### src/rtl/instr_feeder.sv
`default_nettype none
// ============================================================================
// Module   : instr_feeder
// Brief    : Serially loaded program memory that replays its contents onto
//            the core's 6-bit instr bus, one word per cycle, inserting a NOP
//            bubble and redirecting on a taken conditional jump.
// Revision : 1.0 - initial release
// ============================================================================
module instr_feeder #(
    parameter int          DEPTH     = 16,
    parameter logic [5:0]  NOP       = 6'b000000,
    parameter int          MAX_STEPS = 255,
    localparam int         AW        = $clog2(DEPTH)
) (
    input  logic           clk,
    input  logic           rst,        // asynchronous, active-low
    input  logic           load_en,
    input  logic [5:0]     load_data,
    input  logic           clear,
    input  logic           start,
    input  logic           loop_en,
    input  logic           stop,
    input  logic [AW-1:0]  jump_addr,
    input  logic           cjump,
    output logic [5:0]     instr,
    output logic           busy,
    output logic           done,
    output logic           timeout,
    output logic           load_ovf
);

    typedef enum logic [1:0] {
        S_IDLE = 2'd0,
        S_RUN  = 2'd1,
        S_DONE = 2'd2
    } state_t;

    localparam logic [AW:0] c_depth     = (AW+1)'(DEPTH);
    localparam logic [AW:0] c_one       = (AW+1)'(1);
    localparam logic [7:0]  c_max_steps = 8'(MAX_STEPS);

    state_t      r_state, w_state_nxt;
    logic [AW:0] r_pc,    w_pc_nxt;
    logic [AW:0] r_len,   w_len_nxt;
    logic [AW:0] r_wptr,  w_wptr_nxt;
    logic [7:0]  r_steps, w_steps_nxt;
    logic [5:0]  r_instr, w_instr_nxt;
    logic        r_timeout, w_timeout_nxt;
    logic        r_load_ovf, w_load_ovf_nxt;
    logic        r_busy, r_done;
    logic        w_mem_we;

    logic [5:0]  r_mem [DEPTH];
    logic [5:0]  w_mem_first;
    logic [5:0]  w_mem_at_pc;

    // pc only indexes memory when pc < len <= DEPTH, so the low AW bits suffice
    assign w_mem_first = r_mem[0];
    assign w_mem_at_pc = r_mem[r_pc[AW-1:0]];

    // Next-state and next-register decode; every register holds by default
    always_comb begin
        w_state_nxt    = r_state;
        w_pc_nxt       = r_pc;
        w_len_nxt      = r_len;
        w_wptr_nxt     = r_wptr;
        w_steps_nxt    = r_steps;
        w_instr_nxt    = r_instr;
        w_timeout_nxt  = r_timeout;
        w_load_ovf_nxt = r_load_ovf;
        w_mem_we       = 1'b0;

        case (r_state)
            S_IDLE: begin
                // clear beats load, and a load in the same cycle swallows start
                if (clear) begin
                    w_wptr_nxt     = '0;
                    w_len_nxt      = '0;
                    w_load_ovf_nxt = 1'b0;
                end else if (load_en) begin
                    if (r_wptr < c_depth) begin
                        w_mem_we   = 1'b1;
                        w_wptr_nxt = r_wptr + c_one;
                        w_len_nxt  = r_len + c_one;
                    end else begin
                        w_load_ovf_nxt = 1'b1;
                    end
                end else if (start && (r_len != '0)) begin
                    w_instr_nxt   = w_mem_first;
                    w_pc_nxt      = c_one;
                    w_steps_nxt   = 8'd1;
                    w_timeout_nxt = 1'b0;
                    w_state_nxt   = S_RUN;
                end
            end

            S_RUN: begin
                if (stop) begin
                    w_instr_nxt = NOP;
                    w_state_nxt = S_DONE;
                end else if (cjump) begin
                    // bubble cycle: the jump target is fetched on the next edge
                    w_instr_nxt = NOP;
                    w_pc_nxt    = {1'b0, jump_addr};
                end else if (r_steps == c_max_steps) begin
                    w_instr_nxt   = NOP;
                    w_timeout_nxt = 1'b1;
                    w_state_nxt   = S_DONE;
                end else if (r_pc >= r_len) begin
                    if (loop_en) begin
                        w_instr_nxt = w_mem_first;
                        w_pc_nxt    = c_one;
                        w_steps_nxt = r_steps + 8'd1;
                    end else begin
                        w_instr_nxt = NOP;
                        w_state_nxt = S_DONE;
                    end
                end else begin
                    w_instr_nxt = w_mem_at_pc;
                    w_pc_nxt    = r_pc + c_one;
                    w_steps_nxt = r_steps + 8'd1;
                end
            end

            S_DONE: begin
                w_instr_nxt = NOP;
                if (start) begin
                    w_state_nxt = S_IDLE;
                end
            end

            default: begin
                w_instr_nxt = NOP;
                w_state_nxt = S_IDLE;
            end
        endcase
    end

    // Control/status registers; status flags track the next state so they stay registered
    always_ff @(posedge clk or negedge rst) begin
        if (!rst) begin
            r_state    <= S_IDLE;
            r_pc       <= '0;
            r_len      <= '0;
            r_wptr     <= '0;
            r_steps    <= '0;
            r_instr    <= NOP;
            r_timeout  <= 1'b0;
            r_load_ovf <= 1'b0;
            r_busy     <= 1'b0;
            r_done     <= 1'b0;
        end else begin
            r_state    <= w_state_nxt;
            r_pc       <= w_pc_nxt;
            r_len      <= w_len_nxt;
            r_wptr     <= w_wptr_nxt;
            r_steps    <= w_steps_nxt;
            r_instr    <= w_instr_nxt;
            r_timeout  <= w_timeout_nxt;
            r_load_ovf <= w_load_ovf_nxt;
            r_busy     <= (w_state_nxt == S_RUN);
            r_done     <= (w_state_nxt == S_DONE);
        end
    end

    // Program memory write port; contents are deliberately not reset
    always_ff @(posedge clk) begin
        if (w_mem_we) begin
            r_mem[r_wptr[AW-1:0]] <= load_data;
        end
    end

    assign instr    = r_instr;
    assign busy     = r_busy;
    assign done     = r_done;
    assign timeout  = r_timeout;
    assign load_ovf = r_load_ovf;

endmodule
`default_nettype wire

### config.mk
export PLATFORM = sky130hd
export DESIGN_NAME = instr_feeder
export DESIGN_NICKNAME = d
export VERILOG_FILES = /design/src/rtl/instr_feeder.sv
export SDC_FILE = /design/constraint.sdc
export NUM_CORES = 1
export LEC_CHECK = 0
export CORE_ASPECT_RATIO = 0.75
export CORE_MARGIN = 5
export CORE_UTILIZATION = 25
export CTS_CLUSTER_SIZE = 14
export DETAILED_ROUTE_END_ITERATION = 7
export SLEW_MARGIN = 10
export SYNTH_ARGS = -nofsm -noshare
export SYNTH_HDL_FRONTEND = slang
export SYNTH_SLANG_ARGS = --single-unit
### constraint.sdc
create_clock -name clk -period 3.1 [get_ports clk]
set_input_delay 0.465 -clock clk [delete_from_list [all_inputs] [get_ports clk]]
set_output_delay 0.465 -clock clk [all_outputs]
set_load 0.01 [all_outputs]
==> run metrics, run 1 <==
Clock Sinks about 130; ys async rst share 0.267; Overall Global Routing Usage 0.0995; CTS buffer count 17; Starting DRT DRC Count 306; power density over the cells between 800 and 900 nW/um2; fin area 6990 um2; commonest non-fill, non-tap cells in the layout edfxtp_1 (96), nor2_1 (37), dfrtp_1 (35), clkdlybuf4s50_1 (26), nand2_1 (23); CP Data Required Time 3.38 ns; CP max-delay cell dfrtp_1; post-detail-place hpwl 8840 um; crit-path max FO 8; Slew Viols, Final 0; post-CTS sizing 0; starting density of the core 0.254; Clock transition at path regs ~0.060 ns; Congestion Overflow GR 0; RSZ-0062 raised after global routing no; Fin Setup TNS 0 ns; Slew @ Worst Pin slightly above 0.8 ns; crit path cell chain ha_1 > nand2_1 > o21ai_0 > a21boi_1 > buf_4 > o211ai_1 > and2_0 > o21ai_0; Synth Flop Type edfxtp_1; area of the core 23,000 um2; fin crit period 2.56 ns; TritonRoute pass-1 iters 4; final wirelength about 13,000 um; Hold Buf Count CTS 0; clk root buf clkbuf_16; count of different cell masters after synthesis ~50; Post-DRT Antenna Nets 0; Hold Path Class input port to asynchronous set/reset pin; Fill cells around 2,200; Yosys reg bits between 100 and 150; maximum VDD drop 357 uV; Max-Cap Viols 0; CTS tree done; routed vias about 3,400; nets@finish around 450; die area approximately 27,000 um2; most common cell after layout, fill and taps aside edfxtp_1; Ys Warns 0; Longest Clk Path Bufs 2; synthesized area between 5000 and 6000 um2; CTS HTree Levels 4; Site Rows between 40 and 50; crit-path leading delay family compound AO/OA/AOI/OAI gates; # DRC 0; CP startpoint kind register; IO buf count 27; status complete, no violations; PnR worst setup slack around 0.54 ns; Syn Inst Count about 380; sequential-to-total area share from yosys stat 0.644; skew final about 0.013 ns; initial antenna violation count 0; Top cell by count, worst path o21ai_0; setup bufs post-CTS 0; largest net degree at the start of global routing 36; clk_lat worst skew roughly 0.42 ns; Area growth syn-to-layout 19.9%; layout cell share with drive strength beyond 1 0.151; Final Cycle Share 0.826; Worst Setup End Kind register; final setup fails 0; slew margin rel. 0.462; Buf+Inv Stages, Crit Path 1; Max Fclk 0.391 GHz; drt wl/cell about 17 um; arrival time worst endpoint around 2.8 ns; critical path type register to register; first-pass GRT wire length approximately 20,000 um; EDFF count, synth between 90 and 100; I/O Pins 28; Die Y between 100 and 150 um; net count after synthesis roughly 410; Placer Congestion about 0.82; LEAKAGE about 2.4 nW; Placed Area 6440 um2; die width around 190 um; vias in the first global route approximately 3,500; routed vias/inst ~4.6; Ant. Diodes 0; largest stage delay on the critical path 0.46 ns; final hold vios 0; setup slack after placement approximately 0.57 ns; Mapped Avg Cell Area approximately 15 um2
==> power breakdown <==
group          internal (W)  switching (W)  total (W)
Clock               0.00111       0.000760    0.00187
Sequential          0.00207       0.000182    0.00226
Combinational      0.000871        0.00100    0.00187
==> area by class of cell <==
cell class	count	area, um2	area share
Clock buffer	18	429	0.0614
Inverter	15	56.3	0.00805
Sequential cell	131	3760	0.537
Clock inverter	14	128	0.0182
Tap cell	300	375	0.0537
Multi-Input combinational cell	219	1890	0.270
Timing Repair Buffer	39	355	0.0508
==> metal layers <==
metal / GRT usage / up-vias / share of wire
li1: - / 1573 / -
met2: 0.154 / 110 / 0.47
met3: 0.0348 / 6 / 0.060
met5: 0 / - / 0
met1: 0.133 / 1716 / 0.46
met4: 0.0293 / 0 / 0.0062
==> cells by family (layout without fill, tap and decap cells) <==
| group | count (synthesis) | in the layout | synth area share |
|---|---|---|---|
| muxes | 31 | 31 | 0.125 |
| and+or+nand+nor | 113 | 113 | 0.0931 |
| buffers and inverters | 32 | 86 | 0.0315 |
| adders and majority gates | 13 | 13 | 0.0279 |
| AOI/OAI and AO/OA | 55 | 55 | 0.0682 |
| DFF | 131 | 131 | 0.644 |
| xor gates and xnor gates | 7 | 7 | 0.0105 |
==> cell usage after synthesis (all sizes together) (5+ instances only) <==
cell type / instances / area [um2]
ha: 13 / 163
o221a: 5 / 56.3
mux4: 29 / 706
a21oi: 10 / 50.1
buf: 10 / 97.6
clkbuf: 7 / 30.0
nor2b: 8 / 50.1
and2: 6 / 37.5
nand3: 10 / 50.1
nor2: 37 / 139
inv: 15 / 56.3
dfrtp: 35 / 876
nand4: 6 / 37.5
nand2: 23 / 86.3
edfxtp: 96 / 2880
nor3: 8 / 40.0
a211o: 6 / 52.6
a31oi: 6 / 37.5
o21ai: 8 / 40.0
==> registers in the layout, indices dropped and copies added (netlist names), 2 cells and up <==
| signal | flops |
|---|---|
| instr | 6 |
| r_len | 5 |
| r_mem | 96 |
| r_pc | 5 |
| r_state | 2 |
| r_steps | 8 |
| r_wptr | 5 |
==> path summary, 6_finish.rpt <==
check	startpoint	to	slack, ns	depth (start not counted)
max	r_pc[2]$_DFFE_PN0P_	r_pc[0]$_DFFE_PN0P_	0.54	8
min	rst	instr[0]$_DFFE_PN0P_	0.14	1
max reg2reg	r_pc[2]$_DFFE_PN0P_	r_pc[0]$_DFFE_PN0P_	0.54	8
min reg2reg	timeout$_DFFE_PN0P_	timeout$_DFFE_PN0P_	0.49	2
max in group asynchronous	rst	r_wptr[1]$_DFFE_PN0P_	2.44	1
min in group clk	timeout$_DFFE_PN0P_	timeout$_DFFE_PN0P_	0.49	2
==> per-stage QoR <==
stage               std cells  utilization  hold WS, ns  total power [W]
global route              736        0.304        0.211          0.00634
global placement          704        0.280        0.490          0.00412
detailed placement        704        0.280        0.488          0.00417
floorplan                 382            -        0.169          0.00358
finish                    736        0.304        0.141          0.00600
CTS                       736        0.304        0.161          0.00605
==> worst reg2reg max path, cell delays in order, from the launching register on <==
cell,delay (ns)
dfrtp_1,0.46
ha_1,0.33
nand2_1,0.05
o21ai_0,0.37
a21boi_1,0.13
buf_4,0.19
o211ai_1,0.38
and2_0,0.37
o21ai_0,0.15
No activity file was read; power rests on OpenSTA's default activity.
==> inputs of run 2 (changes only) <==
==> constraint.sdc (replaced) <==
create_clock -name clk -period 2.45 [get_ports clk]
set_input_delay 0.3675 -clock clk [delete_from_list [all_inputs] [get_ports clk]]
set_output_delay 0.3675 -clock clk [all_outputs]
set_load 0.01 [all_outputs]
==> run 2 against run 1 <==
  * Register-to-register slack worse by 0.48 ns
  * Non-clock buffer count rose by 22
  * Global-route usage rose by 0.23 points
  * Critical path type unchanged
==> run metrics, run 2 (synthesis results as in run 1) <==
Slew @ Worst Pin 0.818 ns; commonest non-fill, non-tap cells in the layout edfxtp_1 (96), nor2_1 (37), dfrtp_1 (35), buf_4 (32), clkdlybuf4s50_1 (26); Die Y roughly 140 um; die width about 190 um; max reg flops 96; Cells after DPL about 730; slew margin rel. 0.454; Longest Clk Path Bufs 2; Final Cycle Share 0.977; clk root buf clkbuf_16; Congestion Overflow GR 0; final wirelength around 13,000 um; skew final a little over 0.007 ns; routed vias approximately 3,600; Slew Viols, Final 0; Placed Area about 6600 um2; TritonRoute pass-1 iters 6; CTS HTree Levels 4; layout cell share with drive strength beyond 1 0.192; Clock transition at path regs ~0.060 ns; area of the core 23,000 um2; Starting DRT DRC Count between 300 and 400; routed vias/inst approximately 4.7; arrival time worst endpoint between 2 and 3 ns; register area approximately 3800 um2; maximum VDD drop just over 400 uV; Fin Setup TNS 0 ns; final setup fails 0; Max Fclk 0.418 GHz; Site Rows between 40 and 50; Worst Setup End Kind register; drt wl/cell around 17 um; RSZ-0062 raised after global routing no; largest net degree at the start of global routing 36; LEAKAGE about 2.6 nW; power density over the cells roughly 1100 nW/um2; IO buf count 27; I/O Pins 28; Max-Cap Viols 0; Area growth syn-to-layout 24.0%; vias in the first global route about 3,700; Non-Filler Instances 758; Hold Buf Count CTS 0; FF-to-FF setup slack 0.06 ns; Ant. Diodes 0; status complete, no violations; post-CTS sizing 0; Overall Global Routing Usage 0.102; post-detail-place hpwl between 9000 and 10,000 um; # DRC 0; initial antenna violation count 0; CP startpoint kind register; Post-DRT Antenna Nets 0; nets@finish approximately 480; Placer Congestion between 0.8 and 0.9; die area 26,500 um2; clk_lat worst skew 0.41 ns; first-pass GRT wire length 20,900 um; setup bufs post-CTS 0; most common cell after layout, fill and taps aside edfxtp_1; starting density of the core 0.254; CTS buffer count 17; Clock Sinks about 130; crit-path max FO 6; fin area between 7000 and 8000 um2; final hold vios 0; fin crit period about 2.4 ns; Hold Path Class input port to asynchronous set/reset pin; CP Data Required Time approximately 2.7 ns; CTS tree done; Multi-input gate area about 1900 um2; critical path type register to register; Fill cells between 2,000 and 2,500
run 2: final timing paths:
path                                              from                     end  cells past startpoint
max in group asynchronous                          rst   r_wptr[1]$_DFFE_PN0P_                      1
min in group clk                r_steps[0]$_DFFE_PN0P_  r_steps[0]$_DFFE_PN0P_                      1
worst min register to register  r_steps[0]$_DFFE_PN0P_  r_steps[0]$_DFFE_PN0P_                      1
worst max-delay path               r_pc[0]$_DFFE_PN0P_  r_steps[4]$_DFFE_PN0P_                      8
worst max register to register     r_pc[0]$_DFFE_PN0P_  r_steps[4]$_DFFE_PN0P_                      8
worst min-delay path                               rst  r_steps[5]$_DFFE_PN0P_                      1
run 2: layout make-up:
cell class	instances	share of cell area
Clock inverter	8	0.00952
Tap cell	300	0.0519
Inverter	15	0.00779
Timing Repair Buffer	61	0.0754
Clock buffer	24	0.0740
Multi-Input combinational cell	219	0.262
Sequential cell	131	0.520
run 2: stage by stage:
| step | hold WS (ns) | utilization | setup slack, ns | total power (W) |
|---|---|---|---|---|
| after floorplan | 0.0719 | - | 0.0673 | 0.00453 |
| after global placement | 0.489 | 0.288 | 0.183 | 0.00538 |
| after detailed placement | 0.504 | 0.288 | 0.103 | 0.00543 |
| after CTS | 0.0642 | 0.314 | 0.113 | 0.00798 |
| after global routing | 0.127 | 0.314 | 0.00444 | 0.00832 |
| final | 0.0485 | 0.314 | 0.0559 | 0.00790 |
run 2: critical path, stage by stage, from the launching register on:
cell	delay (ns)
dfrtp_1	0.49
inv_1	0.11
ha_1	0.30
nor2b_1	0.10
o21ai_0	0.16
and4b_1	0.24
o21ai_1	0.35
a31oi_1	0.16
a311oi_1	0.35
run 2: power by group:
group | switching [W] | internal [W]
logic | 0.00129 | 0.00123
clock network | 0.000896 | 0.00162
registers | 0.000234 | 0.00263
run 2: metal layers:
layer | global-route usage | routed length (um) | share of wire | vias to the layer above
li1 | - | - | - | 1622
met1 | 0.138 | 6070 | 0.46 | 1814
met2 | 0.161 | 6180 | 0.47 | 103
met3 | 0.0284 | 738 | 0.056 | 17
met4 | 0.0297 | 134 | 0.010 | 0
met5 | 0 | 0 | 0 | -
==> inputs of run 3 (changes only) <==
--- a/config.mk
+++ b/config.mk
@@ -5,6 +5,7 @@
 export SDC_FILE = /design/constraint.sdc
 export NUM_CORES = 1
 export LEC_CHECK = 0
+export ABC_CLOCK_PERIOD_IN_PS = 2450
 export CORE_ASPECT_RATIO = 0.75
 export CORE_MARGIN = 5
 export CORE_UTILIZATION = 25
==> results of run 3 <==
Same layout as run 2: the final DEF is identical, and so are final timing and power.
